**src/rtl/character_jump_ctrl_if.sv**
```systemverilog
// character_jump_ctrl_if: control requests and character position/status outputs
interface character_jump_ctrl_if #(
  parameter int X_W = 10,
  parameter int Y_W = 10
);
  logic           module_en;
  logic           jump_left;
  logic           jump_right;
  logic [X_W-1:0] character_x;
  logic [Y_W-1:0] character_y;
  logic [3:0]     character_pos;
  logic           busy;
  logic           landed;
  logic           blocked;
  modport master (
    output module_en, jump_left, jump_right,
    input  character_x, character_y, character_pos, busy, landed, blocked
  );
  modport slave (
    input  module_en, jump_left, jump_right,
    output character_x, character_y, character_pos, busy, landed, blocked
  );
endinterface

```
**src/rtl/character_jump_ctrl.sv**
```systemverilog
// character_jump_ctrl: column-to-column jump controller animating a triangular arc
module character_jump_ctrl #(
  parameter int N_POS       = 9,
  parameter int START_POS   = 4,
  parameter int X_ORIGIN    = 40,
  parameter int POS_STEP_X  = 80,
  parameter int Y_BASE      = 500,
  parameter int JUMP_HEIGHT = 120,
  parameter int JUMP_STEPS  = 16,
  parameter int TICK_DIV    = 65000,
  parameter int X_W         = 10,
  parameter int Y_W         = 10
) (
  input  logic clk,
  input  logic rst,
  character_jump_ctrl_if.slave bus
);
  localparam int TW = TICK_DIV > 1 ? $clog2(TICK_DIV) : 1;
  localparam int SW = $clog2(JUMP_STEPS + 1);
  localparam logic [X_W-1:0] X0   = X_W'(X_ORIGIN + START_POS * POS_STEP_X);
  localparam logic [Y_W-1:0] Y0   = Y_W'(Y_BASE);
  localparam logic [X_W-1:0] DX   = X_W'(POS_STEP_X / JUMP_STEPS);
  localparam logic [Y_W-1:0] DY   = Y_W'(2 * JUMP_HEIGHT / JUMP_STEPS);
  localparam logic [3:0]     P0   = 4'(START_POS);
  localparam logic [3:0]     PMAX = 4'(N_POS - 1);
  typedef enum logic [1:0] {IDLE, RISE, FALL, LAND} state_t;
  state_t         state, state_n;
  logic [TW-1:0]  tick_cnt;
  logic [SW-1:0]  step_cnt;
  logic [X_W-1:0] x;
  logic [Y_W-1:0] y;
  logic [3:0]     pos;
  logic           dir, jl_d, jr_d, blocked;
  logic           en, req_l, req_r, moving, wrap, blk, go;
  assign en     = bus.module_en;
  assign req_l  = bus.jump_left & ~jl_d;
  assign req_r  = bus.jump_right & ~jr_d;
  assign moving = state == RISE || state == FALL;
  assign wrap   = moving && tick_cnt == TW'(TICK_DIV - 1);
  assign blk    = state == IDLE && ((req_l && req_r) || (req_l && pos == 4'd0) || (req_r && pos == PMAX));
  assign go     = state == IDLE && (req_l ^ req_r) && !blk;
  always_ff @(posedge clk)
    if (!rst) state <= IDLE;
    else if (en) state <= state_n;
  always_comb
    state_n = state == IDLE ? (go ? RISE : IDLE)
            : state == RISE ? ((wrap && step_cnt == SW'(JUMP_STEPS / 2 - 1)) ? FALL : RISE)
            : state == FALL ? ((wrap && step_cnt == SW'(JUMP_STEPS - 1)) ? LAND : FALL)
            : IDLE;
  always_comb begin
    bus.busy   = state != IDLE;
    bus.landed = state == LAND && en;
  end
  // a frozen controller holds all state but never repeats a pulse
  always_ff @(posedge clk) begin
    if (!rst) begin
      tick_cnt <= '0;
      step_cnt <= '0;
      x        <= X0;
      y        <= Y0;
      pos      <= P0;
      dir      <= 1'b0;
      jl_d     <= 1'b0;
      jr_d     <= 1'b0;
      blocked  <= 1'b0;
    end else if (!en) begin
      blocked <= 1'b0;
    end else begin
      jl_d    <= bus.jump_left;
      jr_d    <= bus.jump_right;
      blocked <= blk;
      if (go) begin
        dir      <= req_r;
        tick_cnt <= '0;
        step_cnt <= '0;
      end else if (moving) begin
        tick_cnt <= wrap ? '0 : tick_cnt + TW'(1);
        if (wrap) begin
          x        <= dir ? x + DX : x - DX;
          y        <= state == RISE ? y - DY : y + DY;
          step_cnt <= step_cnt + SW'(1);
        end
      end
      if (state == FALL && state_n == LAND) pos <= dir ? pos + 4'd1 : pos - 4'd1;
    end
  end
  assign bus.character_x   = x;
  assign bus.character_y   = y;
  assign bus.character_pos = pos;
  assign bus.blocked       = blocked;
endmodule

```
**src/flat_wrapper.sv**
```systemverilog
// flat-port wrapper written by rule: the top's interface ports become plain ports
module character_jump_ctrl_flat 
#(
  parameter int N_POS       = 9,
  parameter int START_POS   = 4,
  parameter int X_ORIGIN    = 40,
  parameter int POS_STEP_X  = 80,
  parameter int Y_BASE      = 500,
  parameter int JUMP_HEIGHT = 120,
  parameter int JUMP_STEPS  = 16,
  parameter int TICK_DIV    = 65000,
  parameter int X_W         = 10,
  parameter int Y_W         = 10
)
  (clk, rst, bus_module_en, bus_jump_left, bus_jump_right, bus_character_x, bus_character_y, bus_character_pos, bus_busy, bus_landed, bus_blocked);
  character_jump_ctrl_if #(.X_W(X_W), .Y_W(Y_W)) bus_i ();
  input  logic clk;
  input  logic rst;
  input wire logic [$bits(bus_i.module_en)-1:0] bus_module_en;
  input wire logic [$bits(bus_i.jump_left)-1:0] bus_jump_left;
  input wire logic [$bits(bus_i.jump_right)-1:0] bus_jump_right;
  output wire logic [$bits(bus_i.character_x)-1:0] bus_character_x;
  output wire logic [$bits(bus_i.character_y)-1:0] bus_character_y;
  output wire logic [$bits(bus_i.character_pos)-1:0] bus_character_pos;
  output wire logic [$bits(bus_i.busy)-1:0] bus_busy;
  output wire logic [$bits(bus_i.landed)-1:0] bus_landed;
  output wire logic [$bits(bus_i.blocked)-1:0] bus_blocked;
  assign bus_i.module_en = bus_module_en;
  assign bus_i.jump_left = bus_jump_left;
  assign bus_i.jump_right = bus_jump_right;
  assign bus_character_x = bus_i.character_x;
  assign bus_character_y = bus_i.character_y;
  assign bus_character_pos = bus_i.character_pos;
  assign bus_busy = bus_i.busy;
  assign bus_landed = bus_i.landed;
  assign bus_blocked = bus_i.blocked;
  character_jump_ctrl #(.N_POS(N_POS), .START_POS(START_POS), .X_ORIGIN(X_ORIGIN), .POS_STEP_X(POS_STEP_X), .Y_BASE(Y_BASE), .JUMP_HEIGHT(JUMP_HEIGHT), .JUMP_STEPS(JUMP_STEPS), .TICK_DIV(TICK_DIV), .X_W(X_W), .Y_W(Y_W)) u_core (.clk(clk), .rst(rst), .bus(bus_i));
endmodule
```
**config.mk**
```make
export PLATFORM = sky130hd
export DESIGN_NAME = character_jump_ctrl_flat
export DESIGN_NICKNAME = d
export VERILOG_FILES = /design/src/rtl/character_jump_ctrl_if.sv /design/src/rtl/character_jump_ctrl.sv /design/src/flat_wrapper.sv
export SDC_FILE = /design/constraint.sdc
export NUM_CORES = 1
export LEC_CHECK = 0
export CORE_MARGIN = 1
export CORE_UTILIZATION = 40
export DETAILED_ROUTE_END_ITERATION = 8
export PLACE_DENSITY = 0.72
export SLEW_MARGIN = 5
export SYNTH_ARGS = -nofsm -noshare
export SYNTH_HDL_FRONTEND = slang
export SYNTH_SLANG_ARGS = --single-unit
```
**constraint.sdc**
```tcl
create_clock -name clk -period 3.5 [get_ports clk]
set_clock_uncertainty 0.05 [all_clocks]
set_input_delay 0.35 -clock clk [delete_from_list [all_inputs] [get_ports clk]]
set_output_delay 0.35 -clock clk [all_outputs]
set_load 0.01 [all_outputs]
```
# Word level (Yosys, flattened, before mapping)
# Cells that the tools add are included.
totals:
  register_bits: 51
  word_cells: 73
  input_bits: 5
op_classes:
  reduce_logical: 26
  n_eq_ne: 8
  n_bitwise: 6
  muxes: 15
  add_sub_neg: 8
op_table:
  columns: ["cell", "count"]
  rows:
  - ["16-bit 2-to-1 mux", 3]
  - ["10-bit 2-to-1 mux", 2]
  - ["16-bit by 1-bit adder with 16-bit output, second input constant", 1]
  - ["16-bit == test, second input constant", 1]
  - ["5-bit 2-to-1 mux", 3]
  - ["1-bit logical AND", 11]
  - ["10-bit by 3-bit adder with 10-bit output, second input constant", 1]
  - ["10-bit by 4-bit adder with 10-bit output, second input constant", 1]
  - ["10-bit by 3-bit subtractor with 10-bit output, second input constant", 1]
  - ["10-bit by 4-bit subtractor with 10-bit output, second input constant", 1]
  - ["2-bit 2-to-1 mux", 4]
  - ["2-bit AND reduction", 4]
  - ["2-bit == test, second input constant", 3]
  - ["2-bit nonzero test", 3]
  - ["5-bit by 1-bit adder with 5-bit output, second input constant", 1]
  - ["5-bit by 3-bit == test with 1-bit output, second input constant", 1]
  - ["5-bit by 4-bit == test with 1-bit output, second input constant", 1]
  - ["4-bit by 1-bit adder with 4-bit output, second input constant", 1]
  - ["4-bit == test, second input constant", 1]
  - ["4-bit zero test", 1]
  - ["4-bit 2-to-1 mux", 1]
  - ["4-bit AND reduction", 1]
  - ["4-bit by 1-bit subtractor with 4-bit output, second input constant", 1]
  - ["1-bit logical OR", 3]
  - ["other kinds (8)", 12]

# Longest topological paths before layout
logic_depth:
  word_depth: 13
  mapped_depth: 10

# Worst setup path after synthesis
# Ideal clock, no wire load.
synth_timing:
  kind: "reg-to-reg"
  startpoint: "register u_core.state[1]"
  endpoint: "register u_core.y[8] (netlist: u_core.bus.character_y[8])"
  t_required_ns: 3.344
  arrival_ns: 2.306
  slack_ns: 1.038
  stages_incl_launch_ff: 11
  setup_ns: 0.106
  cell_sequence: "dfxtp_1 -> inv_1 -> ha_1 -> inv_1 -> fa_1 -> a21o_1 -> a21oi_1 -> o21ai_0 -> o41ai_1 -> xor2_1 -> o311ai_0"
synth_via:
  elab_chain_len: 6
  elab_cells_between_ends: 12
  cone_classes: "2 x eq/ne; 1 x mux; 1 x bitwise; 8 x reduce/logical"
synth_rtl:
  columns: ["item", "line", "source"]
  rows:
  - ["start: declaration", "character_jump_ctrl.sv:27", "state_t state, state_n;"]
  - ["start signal: assignment", "character_jump_ctrl.sv:44", "else if (en) state <= state_n;"]
  - ["2-bit zero test", "character_jump_ctrl.sv:40, character_jump_ctrl.sv:41", null]
  - ["1-bit logical AND", "character_jump_ctrl.sv:40", "assign blk = state == IDLE && ((req_l && req_r) || (req_l && pos == 4'd0) || (req_r && pos == PMAX));"]
  - ["1-bit zero test", "character_jump_ctrl.sv:41", "assign go = state == IDLE && (req_l ^ req_r) && !blk;"]
  - ["1-bit logical AND", "character_jump_ctrl.sv:41", null]
  - ["1-bit inverter (no line)", null, null]
  - ["4-bit AND reduction (no line)", null, null]
  - ["end signal: assignment", "character_jump_ctrl.sv:80", "y <= state == RISE ? y - DY : y + DY;"]
  - ["end: declaration", "character_jump_ctrl.sv:31", "logic [Y_W-1:0] y;"]
# Parallel ways exist; a longest one is shown, timed or not.
# A chain may end at the register's enable or synchronous reset.

# Worst setup path after layout
# Ends and elaborated chain as after synthesis.

==> out/metrics.csv <==
metric,value,unit
critical path arrival,3.11,ns
Iter 0 DRT Violations,110,
Clock Sinks,51,
Syn Nets,401,
DRC viols,0,
endpoints failing setup,0,
grt total ovfl,0,
layout cells sized above 1,0.0402,
Pint,939,uW
"Avg Cell Area, Syn",8.39,um2
setup TNS,0,ns
Setup CP Type,register to register,
Core Footprint,7330,um2
ys async rst share,0,
status,completed,
static leakage,1.42,nW
IO Pins,32,
n_diodes,0,
grt met2 use,0.283,
Synth-to-Final Area Change,18.0,%
Sequential Power Share,0.472,
Hold Crit Class,register to register,
CP max FO,8,
die area,8050,um2
first-pass GRT wire length,11.5,mm
minimum clock period,2.97,ns
initial antenna violation count,0,
switching power,313,uW
# port buffers,31,
clock power share,0.388,
Yosys cell types,47,
Critical Path RT,3.64,ns
post-CTS resize count,0,
slew margin rel.,0.544,
hold_buf cts,0,
vias in the first global route,2509,
clock root buffer master,clkbuf_8,
share of the synthesized area in the top cell type,0.332,
Worst-Margin Slew,0.683,ns
Logic pwr share,0.140,
"area leader, netlist",dfxtp_1,
clock edge transition at the registers on the reported setup and hold paths,0.10,ns
Synth Flop Type,dfxtp_1,
"commonest non-fill, non-tap cells in the layout","51 x dfxtp_1, 37 x nand2_1, 37 x nor2_1",
Core Rows,31,
setup bufs post-CTS,0,
Starting Density,0.420,
final worst setup slack,0.529,ns
Sw Ratio,0.250,
worst hold margin,0.438,ns
TritonCTS Buffers,5,
dpl ws,0.490,ns
top post-synthesis cells by area,"dfxtp_1 33%, ha_1 11%, xor2_1 6.3%",
dpl hpwl,4.92,mm
cell area after synthesis,3080,um2
die height,89.7,um
Max VDD drop,0.000141,V
CP Launch Type,register,
yosys synthesis warning count,0,
"EDFF count, synth",0,
maximum root-to-sink buffer count,2,
Fmax,0.337,GHz
RSZ-0062 raised after global routing,no,
fin area,3630,um2
Slew Limit Fails,0,
chip width,89.7,um
Synth Instances,367,
period utilization,0.849,
#FFs+latches synth,51,
gr busiest metal,met2,
Final Hold Viols,0,
Clock Latency Late Sink,0.31,ns
register area share after synthesis,0.332,
drt pass-1 iters,4,
max_cap viols,0,
Power Density,345,nW/um2
largest net degree at the start of global routing,27,
CTS tree,done,
Routability Congestion,0.808,
met1 GRT Util,0.226,
CTS H-tree depth,2,
dpl cell area,3500,um2
Via density,5.34,
All-Layer GR Usage,0.170,
grt met3 use,0.0271,
average routed wire per standard cell,13.3,um
Final ANT Viol Nets,0,
Vias,2652,
crit end category,register,
Total Wirelength,6.63,mm
"most common cell after layout, fill and taps aside",dfxtp_1,
# nets final,431,
cell usage after synthesis, types with 2 or more instances:
cell,number
ha_1,26
xnor2_1,12
a21oi_1,21
a41oi_1,2
a311oi_1,2
a211oi_1,4
nand3_1,17
dfxtp_1,51
clkbuf_1,6
nor3_1,9
buf_2,5
o21bai_1,2
nand2_1,37
mux2i_1,5
nand4_1,6
nor2_1,37
or3_1,6
fa_1,3
and2_1,6
a21o_1,6
and3_1,5
nand2b_1,2
buf_1,2
o211ai_1,12
o21ai_0,15
nor4_1,4
nand3b_1,3
nor2b_1,5
inv_1,17
xor2_1,22
final timing paths:
| kind | startpoint | endpoint | slack, ns | depth (start not counted) |
|---|---|---|---|---|
| worst max register to register | u_core.state[1]$_SDFFE_PN0P_ | u_core.bus.character_y[8]$_SDFFE_PN1P_ | 0.53 | 10 |
| worst max-delay path | u_core.state[1]$_SDFFE_PN0P_ | u_core.bus.character_y[8]$_SDFFE_PN1P_ | 0.53 | 10 |
| worst min-delay path | u_core.tick_cnt[1]$_SDFFE_PN0P_ | u_core.tick_cnt[1]$_SDFFE_PN0P_ | 0.44 | 2 |
| worst min register to register | u_core.tick_cnt[1]$_SDFFE_PN0P_ | u_core.tick_cnt[1]$_SDFFE_PN0P_ | 0.44 | 2 |
registers in the layout, summed over array words and instances, names as in the netlist:
signal,flops
u_core.step_cnt,5
u_core.bus.character_pos,4
u_core.dir,1
u_core.jr_d,1
u_core.bus.character_y,10
u_core.bus.blocked,1
u_core.tick_cnt,16
u_core.state,2
u_core.bus.character_x,10
u_core.jl_d,1
cell type report:
type / instances / area, um2
fill: 687 / 3700
multi-input combinational: 286 / 1940
sequential: 51 / 1020
timing repair buffer: 36 / 348
tap: 99 / 124
clock buffer: 5 / 68.8
clock inverter: 3 / 67.6
inverter: 17 / 63.8
layer usage:
metal	vias up	wire, um
met5	-	0
li1	1358	-
met2	69	3110
met1	1217	3190
met3	8	239
met4	0	90
through the flow:
stage	std cells	power, mW	util
detailed placement	489	0.779	0.477
floorplan	367	0.735	-
global placement	489	0.774	0.477
finish	497	1.25	0.495
global route	497	1.31	0.495
CTS	497	1.26	0.495
power by group through the flow:
stage / logic, mW / clock network [mW] / registers, mW
final: 0.175 / 0.486 / 0.591
after detailed placement: 0.174 / 0 / 0.605
after floorplan: 0.132 / 0 / 0.603
after CTS: 0.176 / 0.493 / 0.591
after global placement: 0.170 / 0 / 0.604
after global routing: 0.196 / 0.519 / 0.592
critical path: stages, from the launching register on:
cell and delay, ns:
dfxtp_1 0.35, inv_1 0.08, ha_1 0.33, inv_1 0.21
fa_1 0.44, a21o_1 0.17, a21oi_1 0.21, o21ai_0 0.17
o41ai_1 0.35, xor2_1 0.15, o311ai_0 0.35
cell families (layout without fill, tap and decap cells):
| kind of cell | Yosys count | count (layout) | synth area share |
|---|---|---|---|
| AOI/OAI and AO/OA | 74 | 74 | 0.164 |
| xor gates and xnor gates | 34 | 34 | 0.0967 |
| adders and majority gates | 29 | 29 | 0.125 |
| buffers and inverters | 30 | 61 | 0.0386 |
| DFF | 51 | 51 | 0.332 |
| muxes | 5 | 5 | 0.0163 |
| and+or+nand+nor | 144 | 144 | 0.228 |
Note: power is estimated with default switching activity, not from simulation.
